## src/rtl/turbo_iter_ctrl.sv

```systemverilog
// turbo_iter_ctrl: sequences a shared max-product BCJR engine through the two
// constituent-decoder half-iterations of a turbo decoder, counts full
// iterations, honours early-stop convergence and guards each half-iteration
// with a watchdog.
//
// Ports:
//   clk, rst_n            clock, asynchronous active-low reset
//   frame_valid/ready     frame-accept handshake (ready only in IDLE)
//   num_iter              requested iteration count, sampled on accept
//   bcjr_start            one-cycle start pulse to the BCJR engine
//   bcjr_sel              0 = decoder 1 (natural), 1 = decoder 2 (interleaved)
//   bcjr_done             engine finished the current half-iteration
//   early_stop            convergence flag, qualified by a decoder-2 done
//   out_valid/ready       result handshake
//   iter_count            completed full iterations
//   busy                  controller is not idle
//   timeout_err           sticky watchdog error for the current frame
module turbo_iter_ctrl #(
  parameter int unsigned MAX_ITER = 8,
  parameter int unsigned ITER_W   = 4,
  parameter int unsigned TIMEOUT  = 1024
) (
  input  logic              clk,
  input  logic              rst_n,
  input  logic              frame_valid,
  output logic              frame_ready,
  input  logic [ITER_W-1:0] num_iter,
  output logic              bcjr_start,
  output logic              bcjr_sel,
  input  logic              bcjr_done,
  input  logic              early_stop,
  output logic              out_valid,
  input  logic              out_ready,
  output logic [ITER_W-1:0] iter_count,
  output logic              busy,
  output logic              timeout_err
);

  localparam int unsigned WD_W = (TIMEOUT > 1) ? $clog2(TIMEOUT) : 1;

  localparam logic [ITER_W-1:0] MAX_ITER_L = ITER_W'(MAX_ITER);
  localparam logic [ITER_W-1:0] ITER_ONE   = ITER_W'(1);
  localparam logic [ITER_W-1:0] ITER_SAT   = {ITER_W{1'b1}};
  localparam logic [WD_W-1:0]   WD_LAST    = WD_W'(TIMEOUT - 1);
  localparam logic [WD_W-1:0]   WD_ONE     = WD_W'(1);

  localparam logic [2:0] S_IDLE  = 3'd0;
  localparam logic [2:0] S_START = 3'd1;
  localparam logic [2:0] S_WAIT  = 3'd2;
  localparam logic [2:0] S_DRAIN = 3'd3;
  localparam logic [2:0] S_OUT   = 3'd4;

  logic [2:0]        state, state_d;
  logic [WD_W-1:0]   wd, wd_d;
  logic [ITER_W-1:0] eff_iter, eff_iter_d;
  logic [ITER_W-1:0] iter_d;
  logic [ITER_W-1:0] iter_inc;
  logic              sel_d;
  logic              terr_d;
  logic              start_d;

  // Ready is a pure decode of the IDLE state register.
  assign frame_ready = (state == S_IDLE);

  // Saturating increment of the completed-iteration count.
  assign iter_inc = (iter_count == ITER_SAT) ? iter_count : iter_count + ITER_ONE;

  // Next-state and next-output logic.
  always_comb begin
    state_d    = state;
    wd_d       = wd;
    eff_iter_d = eff_iter;
    iter_d     = iter_count;
    sel_d      = bcjr_sel;
    terr_d     = timeout_err;
    start_d    = 1'b0;

    case (state)
      S_IDLE: begin
        if (frame_valid) begin
          if (num_iter == '0)             eff_iter_d = ITER_ONE;
          else if (num_iter > MAX_ITER_L) eff_iter_d = MAX_ITER_L;
          else                            eff_iter_d = num_iter;
          iter_d  = '0;
          sel_d   = 1'b0;
          terr_d  = 1'b0;
          wd_d    = '0;
          state_d = S_START;
        end
      end

      S_START: begin
        start_d = 1'b1;
        wd_d    = '0;
        state_d = S_WAIT;
      end

      S_WAIT: begin
        // A done arriving on the timeout cycle wins over the watchdog.
        if (bcjr_done) begin
          wd_d = '0;
          if (!bcjr_sel) begin
            sel_d   = 1'b1;
            state_d = S_START;
          end else begin
            iter_d = iter_inc;
            if ((iter_inc == eff_iter) || early_stop) begin
              state_d = S_OUT;
            end else begin
              sel_d   = 1'b0;
              state_d = S_START;
            end
          end
        end else if (wd == WD_LAST) begin
          terr_d  = 1'b1;
          wd_d    = '0;
          state_d = S_DRAIN;
        end else begin
          wd_d = wd + WD_ONE;
        end
      end

      // Give a stalled engine one more watchdog window to finish before
      // reporting, so its late done cannot leak into the next frame.
      S_DRAIN: begin
        if (bcjr_done || (wd == WD_LAST)) begin
          wd_d    = '0;
          state_d = S_OUT;
        end else begin
          wd_d = wd + WD_ONE;
        end
      end

      S_OUT: begin
        if (out_ready) state_d = S_IDLE;
      end

      default: begin
        state_d = S_IDLE;
      end
    endcase
  end

  // State and registered outputs.
  always_ff @(posedge clk or negedge rst_n) begin
    if (!rst_n) begin
      state       <= S_IDLE;
      wd          <= '0;
      eff_iter    <= ITER_ONE;
      iter_count  <= '0;
      bcjr_sel    <= 1'b0;
      timeout_err <= 1'b0;
      bcjr_start  <= 1'b0;
      out_valid   <= 1'b0;
      busy        <= 1'b0;
    end else begin
      state       <= state_d;
      wd          <= wd_d;
      eff_iter    <= eff_iter_d;
      iter_count  <= iter_d;
      bcjr_sel    <= sel_d;
      timeout_err <= terr_d;
      bcjr_start  <= start_d;
      out_valid   <= (state_d == S_OUT);
      busy        <= (state_d != S_IDLE);
    end
  end

endmodule

```

## config.mk

```make
export PLATFORM = sky130hd
export DESIGN_NAME = turbo_iter_ctrl
export DESIGN_NICKNAME = d
export VERILOG_FILES = /design/src/rtl/turbo_iter_ctrl.sv
export SDC_FILE = /design/constraint.sdc
export NUM_CORES = 1
export LEC_CHECK = 0
export CORE_MARGIN = 5
export CORE_UTILIZATION = 40
export DETAILED_ROUTE_END_ITERATION = 8
export HOLD_SLACK_MARGIN = 0.1
export RECOVER_POWER = 25
export SETUP_SLACK_MARGIN = 0.15
export SLEW_MARGIN = 10
export SYNTH_ARGS = -nofsm -noshare
export SYNTH_HDL_FRONTEND = slang
export SYNTH_SLANG_ARGS = --single-unit
```

## constraint.sdc

```tcl
create_clock -name clk -period 1.55 [get_ports clk]
set_input_delay 0.2325 -clock clk [delete_from_list [all_inputs] [get_ports clk]]
set_output_delay 0.2325 -clock clk [all_outputs]
set_load 0.05 [all_outputs]
```

# Word-level counts from Yosys, hierarchy flattened
# Cells that the tools add are included.
dict set report word_totals {
  reg_bits 26
  out_inout_bits 10
  wordCells 66
}
dict set report classes {
  addsub 2
  order_cmp 1
  eq_ne 13
  muxes 29
  reduce_logical 12
}
# operator count
set op_table {}
lappend op_table {{10-bit 2-to-1 mux} 4}
lappend op_table {{10-bit case mux with 4 select lines} 1}
lappend op_table {{4-bit 2-to-1 mux} 6}
lappend op_table {{3-bit 2-to-1 mux} 7}
lappend op_table {{3-bit case mux with 5 select lines} 1}
lappend op_table {{10-bit by 1-bit adder with 10-bit output, second input constant} 1}
lappend op_table {{10-bit equality test, second input constant} 1}
lappend op_table {{2-bit inequality test, second input constant} 5}
lappend op_table {{4-bit case mux with 2 select lines} 1}
lappend op_table {{4-bit AND reduction} 2}
lappend op_table {{1-bit 2-to-1 mux} 7}
lappend op_table {{3-bit by 2-bit equality test with 1-bit output, second input constant} 2}
lappend op_table {{3-bit equality test, second input constant} 2}
lappend op_table {{4-bit by 1-bit adder with 4-bit output, second input constant} 1}
lappend op_table {{4-bit equality test} 1}
lappend op_table {{4-bit equality test, second input constant} 1}
lappend op_table {{4-bit > comparator, second input constant} 1}
lappend op_table {{4-bit logical NOT} 1}
lappend op_table {{1-bit case mux with 2 select lines} 2}
lappend op_table {{2-bit AND reduction} 2}
lappend op_table {{4-bit nonzero test} 1}
lappend op_table {{3-bit by 1-bit equality test with 1-bit output, second input constant} 1}
lappend op_table {{3-bit logical NOT} 1}
lappend op_table {{3-bit AND reduction} 1}
lappend op_table {{other kinds (3)} 4}

# Longest topological paths before layout
# Gate-level depths: netlist of run 1.
dict set report depth {
  word_depth 9
  mapped_depth 7
  ltp_nobuf 6
}

# Least setup slack after synthesis of run 1
# No wires, ideal clock.
dict set report synth_path {
  path_type {reg-to-reg}
  from {reg iter_count[0]}
  to {reg busy}
  arrival_time_ns 1.890
  required_ns 1.409
  setup_slack_ns -0.482
  path_stages_with_launch 8
  cell_sequence {dfrtp_1 > ha_1 > clkbuf_2 > nand3_2 > mux2i_1 > xor2_1 > a41o_1 > o2111ai_1}
}
dict set report synth_between {
  elab_chain_cells 9
  word_cells_on_any_way 10
  cone_classes {add/sub (1); eq/ne (2); mux (5); reduce/logical (2)}
}
# item line_no
set synth_lines {}
lappend synth_lines {{start, declared} 34} ;# output logic [ITER_W-1:0] iter_count,
lappend synth_lines {{start signal, assigned} 160} ;# iter_count <= iter_d;
lappend synth_lines {{4-bit by 1-bit adder with 4-bit output / 4-bit equality test (equally long branches)} 66} ;# assign iter_inc = (iter_count == ITER_SAT) ? iter_count : iter_count + ITER_ONE;
lappend synth_lines {{4-bit 2-to-1 mux *} 66}
lappend synth_lines {{4-bit equality test *} 107} ;# if ((iter_inc == eff_iter) || early_stop) begin
lappend synth_lines {{1-bit logical OR *} 107}
lappend synth_lines {{3-bit 2-to-1 mux *} 107}
lappend synth_lines {{3-bit 2-to-1 mux *} 102} ;# if (!bcjr_sel) begin
lappend synth_lines {{3-bit 2-to-1 mux *} 100} ;# if (bcjr_done) begin
lappend synth_lines {{3-bit case mux with 5 select lines *} 78} ;# case (state)
lappend synth_lines {{3-bit nonzero test *} 165} ;# busy <= (state_d != S_IDLE);
lappend synth_lines {{end signal, assigned} 165}
lappend synth_lines {{end, declared} 35} ;# output logic busy,
# Mark *: on every way between the ends. The rest lies on a longest branch, timed or not.
# A chain may end at the register's enable or synchronous reset.

# Final worst setup path of run 1
# Same ends and word-level chain as after synthesis.

==> results of run 1 <==
==> where the power goes <==
part           internal [mW]  switching, mW  total [mW]
logic                   1.07           1.11        2.18
registers              0.848          0.168        1.02
clock network          0.101          0.207       0.308
total                   2.02           1.48        3.51
==> how the worst max path moves through the flow <==
stage                                to  cells after the start  slack, ns           from
after global placement    iter_count[2]                      5      -0.10      bcjr_done
after CTS                      state[2]                      6      -0.11  iter_count[1]
after detailed placement       state[2]                      5      -0.18      bcjr_done
after global routing               busy                      6      -0.26  iter_count[0]
final                              busy                      6      -0.13  iter_count[0]
after floorplan                    busy                      7      -0.24  iter_count[0]
==> flip-flops by register name, indices dropped and copies added, names as in the netlist <==
signal       count
bcjr_sel         1
bcjr_start       1
iter_count       4
timeout_err      1
busy             1
out_valid        1
state            3
eff_iter         4
wd              10
==> metal layers <==
| layer | share of wire | global-route usage | vias up | wire length (um) |
|---|---|---|---|---|
| li1 | - | - | 690 | - |
| met1 | 0.48 | 0.219 | 665 | 1910 |
| met2 | 0.48 | 0.239 | 31 | 1900 |
| met3 | 0.036 | 0.0244 | 5 | 143 |
| met4 | 0.012 | 0.0511 | 0 | 47 |
| met5 | 0 | 0 | - | 0 |
==> cells in the final DEF, fill, tap and decap left out, types with 2 or more instances in the layout <==
master and n:
a31oi_1 3, nand2b_1 3, clkbuf_4 3, nor3_1 3, nor3_2 2, a22o_1 3, nor2_4 3, and2_4 2
nor3_4 3, or2_4 2, a21oi_1 4, buf_6 11, nor2_1 7, nand3_2 2, o21ai_1 11, nand2_2 2
mux2i_1 2, a21oi_2 4, clkdlybuf4s50_1 8, inv_1 6, xor2_1 4, or3_1 2, nand3_1 8, nand2_1 13
o31ai_1 2, ha_4 2, o21ai_2 6, buf_12 6, dfrtp_1 18, a311oi_2 2, buf_4 26, dfrtp_2 7
==> kinds of logic (layout without fill, tap and decap cells) <==
group | after synthesis | in the layout | synth area share
DFF | 26 | 26 | 0.452
AOI/OAI and AO/OA | 45 | 45 | 0.197
buffers and inverters | 11 | 65 | 0.0312
and+or+nand+nor | 67 | 67 | 0.258
adders and majority gates | 2 | 2 | 0.0173
muxes | 3 | 3 | 0.0208
xor gates and xnor gates | 4 | 4 | 0.0243
==> worst max-delay path: cells and delay by family, from the launching register on <==
kind | cells | cell delay, ns
xor gates and xnor gates | 1 | 0.26
muxes | 1 | 0.17
DFF | 1 | 0.45
and+or+nand+nor | 1 | 0.15
AOI/OAI and AO/OA | 2 | 0.34
adders and majority gates | 1 | 0.20
==> cell type report <==
cell class,instances,area (um^2)
inverter,6,22.5
clock buffer,4,26.3
sequential,26,661
multi-input combinational,121,973
fill,272,1100
timing repair buffer,55,574
tap,46,57.6
==> per-stage QoR <==
step	hold slack (ns)	area [um^2]
after global routing	0.483	2310
after CTS	0.258	2080
after detailed placement	0.475	1960
after floorplan	-0.0631	1520
final	0.454	2310
after global placement	0.473	1960
==> repair_timing <==
item,CTS,global route
setup endpoints to repair,23,26
pin swaps,16,29
gates cloned,0,1
setup buffers,3,6
resized for setup,27,41
hold endpoints to repair,0,0
==> run metrics, run 1 <==
TNS Setup=-0.664 ns; #FFs+latches synth=26; area grow syn2layout=60.5%; DR vias=1391; largest net degree at the start of global routing=27; Post-Syn Area=1440 um^2; list of most frequent post-synthesis cells=25 x dfrtp_1, 18 x o21ai_0, 17 x nand2_1; total global routing track utilization=0.154; Synth top area share=0.434; Num Clock Sinks=26; synth top area cells=dfrtp_1 43%, o21ai_0 6.2%, nand2_1 4.4%; reg2reg end=busy; Detail Placement HPWL=2.58 mm; crit path time final=1.68 ns; leading area contributor after synthesis=dfrtp_1; Setup WS pre-CTS=-0.175 ns; number of I/O port buffers=19; count of pins over their slew limit=0; average wire per standard cell=15.5 um; Yosys cell types=44; Vias/cell=5.39; Hold WC Path Type=input port to asynchronous set/reset pin; vias in the first global route=1319; die extent in x=70.1 um; MaxCap Viol Count=0; Crit path arrival time=1.90 ns; maximum buffer depth of the clock tree=2; Antenna Cells=0; syn avg cell area=9.13 um^2; post-route insts no fill=258; status=finished, violations left; GR Overflow Total=0; Pleak=0.996 nW; CTS tree=built; Power per Cell Area=1510 nW/um^2; initial drt markers=71; top_reg_cell synth=dfrtp_1; Core Region=3420 um^2; Crit. End Element=register; final total power=3.51 mW; initial antenna violation count=0; # setup viols final=11; Post-Syn Nets=170; Synth Instances=158; failing checks=setup timing; root buffer cell=clkbuf_4; Initial Utilization=0.422; CP Max Fanout=6; slowest CP cell=dfrtp_2; Worst Tran Pin Value=0.688 ns; Post-Place Cells=244; asr flop ratio synth=1.00; RSZ-0062 raised after global routing=yes; Final period util=1.09; R2R depth=6; CP max stage delay=0.45 ns; ANT nets after route=0; H-tree depth=1; count leader, synth=dfrtp_1; placer congestion estimate=0.867; first-pass GRT wire length=6.25 mm; row count=21; Worst Clk Skew=0.00347 ns; I/O pins=20; Critical Path Start Type=register; Clock transition at path regs=0.14 ns; critical path, cell by cell=ha_4 > nand2b_1 > mux2i_1 > xor2_1 > a41o_1 > o2111ai_2; FF-to-FF Start=iter_count[0]; flop2flop setup slack=-0.13 ns; EDFF count, synth=0; Die ar.=4910 um^2; worst endpoint required time=1.77 ns; router iterations before antenna repair=4; final wirelength=4.00 mm; Layout Nets=225; YS warnings=0; Finished Core Util=0.678; DRC=0; post-route setup slack=-0.133 ns; worst vdd ir=503 uV; Slew headroom=0.542; Max Clock Freq=0.594 GHz; Final Hold Fails=0; register area share after synthesis=0.452; Hold-fix buffers, CTS=0; layout cells sized above 1=0.481; worst-skew pair later-pin latency=0.33 ns; CTS Buf Count=3; Setup Crit Path Kind=register to register; die height=70.1 um
(Power assumes the default switching activity.)
==> inputs of run 2 (changes only) <==
PLACE_DENSITY = 0.67   (was default)
==> run 2 against run 1 <==
Against the previous run:
- the flow still finishes with violations (setup timing)
- clock skew is 0.0019 ns higher
- die area stayed put
- sequential share of layout area is 2.2 points higher
- non-clock buffer count is 9 lower
- critical path type unchanged
- largest power group unchanged
==> run metrics, run 2 (synthesis results as in run 1) <==
status=finished, violations left; failing checks=setup timing; Detail Placement HPWL=2.54 mm (-1.5%); MaxCap Viol Count=0 (unchanged); total global routing track utilization=0.151 (-0.00284); initial drt markers=74 (+4.2%); Final Hold Fails=0 (unchanged); Critical Path Start Type=register; count of pins over their slew limit=0 (unchanged); combinational power share=0.561 (-0.061); worst vdd ir=639 uV (+27%); Crit. End Element=register; initial antenna violation count=0 (unchanged); row count=21 (unchanged); most frequent cells in the layout=23 x buf_4, 17 x dfrtp_1, 15 x nand2_1; CP Max Fanout=6 (unchanged); max reg flops=10 (unchanged); Worst Tran Pin Value=0.631 ns (-0.0563 ns); dpl cell area=1920 um^2 (-1.9%); Slew headroom=0.579 (+0.0375); reg2reg end=busy; Worst Clk Skew=0.00541 ns (+0.00193 ns); die height=70.1 um (unchanged); number of I/O port buffers=19 (unchanged); Max Clock Freq=0.586 GHz (-1.5%); H-tree depth=1 (unchanged); FF-to-FF Start=iter_count[1]; R2R depth=6 (unchanged); CTS tree=built; post-route cell area=2150 um^2 (-7.1%); Crit path arrival time=1.92 ns (+0.02 ns); Num Clock Sinks=26 (unchanged); vias in the first global route=1341 (+1.7%); layout cells sized above 1=0.429 (-0.0526); RSZ-0062 raised after global routing=yes; Final period util=1.10 (+0.0161); Vias/cell=5.36 (-0.63%); Hold WC Path Type=input port to asynchronous set/reset pin; largest net degree at the start of global routing=27 (unchanged); router iterations before antenna repair=4 (unchanged); Top Registers=wd x10, eff_iter x4, iter_count x4; crit path time final=1.71 ns (+0.0249 ns); Antenna Cells=0 (unchanged); CTS Buf Count=3 (unchanged); maximum buffer depth of the clock tree=2 (unchanged); flop2flop setup slack=-0.16 ns (-0.02 ns); Power per Cell Area=1410 nW/um^2 (-7.1%); worst-skew pair later-pin latency=0.33 ns (about the same); DRC=0 (unchanged); Initial Utilization=0.422 (unchanged); post-route setup slack=-0.158 ns (-0.0249 ns); Die ar.=4910 um^2 (unchanged); placer congestion estimate=0.844 (-2.7%); Core Region=3420 um^2 (unchanged); sequential share of power=0.339 (+0.049); switching power total=1.32 mW (-11%); die extent in x=70.1 um (unchanged); area grow syn2layout=49.1%; Post-Place Cells=239 (-2.0%); I/O pins=20 (unchanged); final total power=3.03 mW (-14%); Setup Crit Path Kind=register to register; GR Overflow Total=0 (unchanged); Clock transition at path regs=0.14 ns (about the same); Pleak=0.919 nW (-7.7%); Finished Core Util=0.630 (-0.0480); average wire per standard cell=14.2 um (-8.3%); Top reg by flops=wd; Hold-fix buffers, CTS=0 (unchanged); DR vias=1334 (-4.1%); first-pass GRT wire length=6.07 mm (-2.9%); sw frac=0.437 (+0.0133); P_int=1.70 mW (-16%); final wirelength=3.54 mm (-12%); root buffer cell=clkbuf_4; worst endpoint required time=1.76 ns (about the same); ANT nets after route=0 (unchanged); # setup viols final=5 (-6); Clock power frac=0.099 (+0.011); commonest non-fill, non-tap cell in the layout=buf_4; post-route insts no fill=249 (-3.5%); Layout Nets=216 (-4.0%)
run 2: changes by cell type in the layout (fill, tap and decap cells not counted), moves of 2 or more:
cell	previous run	this run
buf_6	11	6
o21ai_2	6	2
buf_4	26	23
nand2_1	13	15
nor2_2	1	3
nor2_4	3	1
o21ai_0	1	3
o21ai_1	11	13
run 2: area by class of cell:
| type | count | area [um^2] |
|---|---|---|
| multi-input combinational | 121 | 922 |
| inverter | 6 | 22.5 |
| tap | 46 | 57.6 |
| clock buffer | 4 | 26.3 |
| fill | 284 | 1260 |
| sequential | 26 | 662 |
| timing repair buffer | 46 | 460 |
run 2: per-stage QoR:
stage               hold WS [ns]  worst slack [ns]  setup TNS [ns]
floorplan                -0.0631            -0.244           -1.10
finish                     0.438            -0.158          -0.418
global placement           0.469            -0.120          -0.707
detailed placement         0.497            -0.110           -1.03
global route               0.462            -0.219           -1.00
CTS                        0.265            -0.118          -0.399
run 2: how the worst max path moves through the flow:
stage | slack (ns) | depth (start not counted) | start | endpoint
detailed placement | -0.11 | 7 | bcjr_done | wd[9]
global route | -0.22 | 6 | iter_count[0] | busy
global placement | -0.12 | 5 | bcjr_done | busy
finish | -0.16 | 6 | iter_count[1] | busy
floorplan | -0.24 | 7 | iter_count[0] | busy
CTS | -0.12 | 6 | iter_count[1] | busy
run 2: power by group through the flow:
stage          Combinational, mW  Sequential [mW]  Clock (mW)
2_1_floorplan              0.746             1.21           0
5_1_grt                     1.82             1.05       0.348
3_5_place_dp                1.49             1.03           0
3_3_place_gp                1.47             1.02           0
4_1_cts                     1.58             1.02       0.310
6_report                    1.70             1.03       0.300
run 2: routing by layer:
metal | routed length (um) | GRT usage
met2 | 1730 | 0.252
met5 | 0 | 0
met1 | 1620 | 0.194
met4 | 66 | 0.0596
met3 | 120 | 0.0273
run 2: repair_timing:
action                                  4_1_cts  5_1_grt
buffers inserted                              4        2
endpoints found under the setup margin       21       24
pin swaps                                    11       11
gates resized for setup                      25       23
run 2: worst max-delay path: stages, from the launching register on:
cell and delay (ns):
dfrtp_2 0.46, ha_4 0.19, nand3_4 0.09, mux2i_2 0.22
xor2_1 0.25, a41o_1 0.26, o2111ai_2 0.12
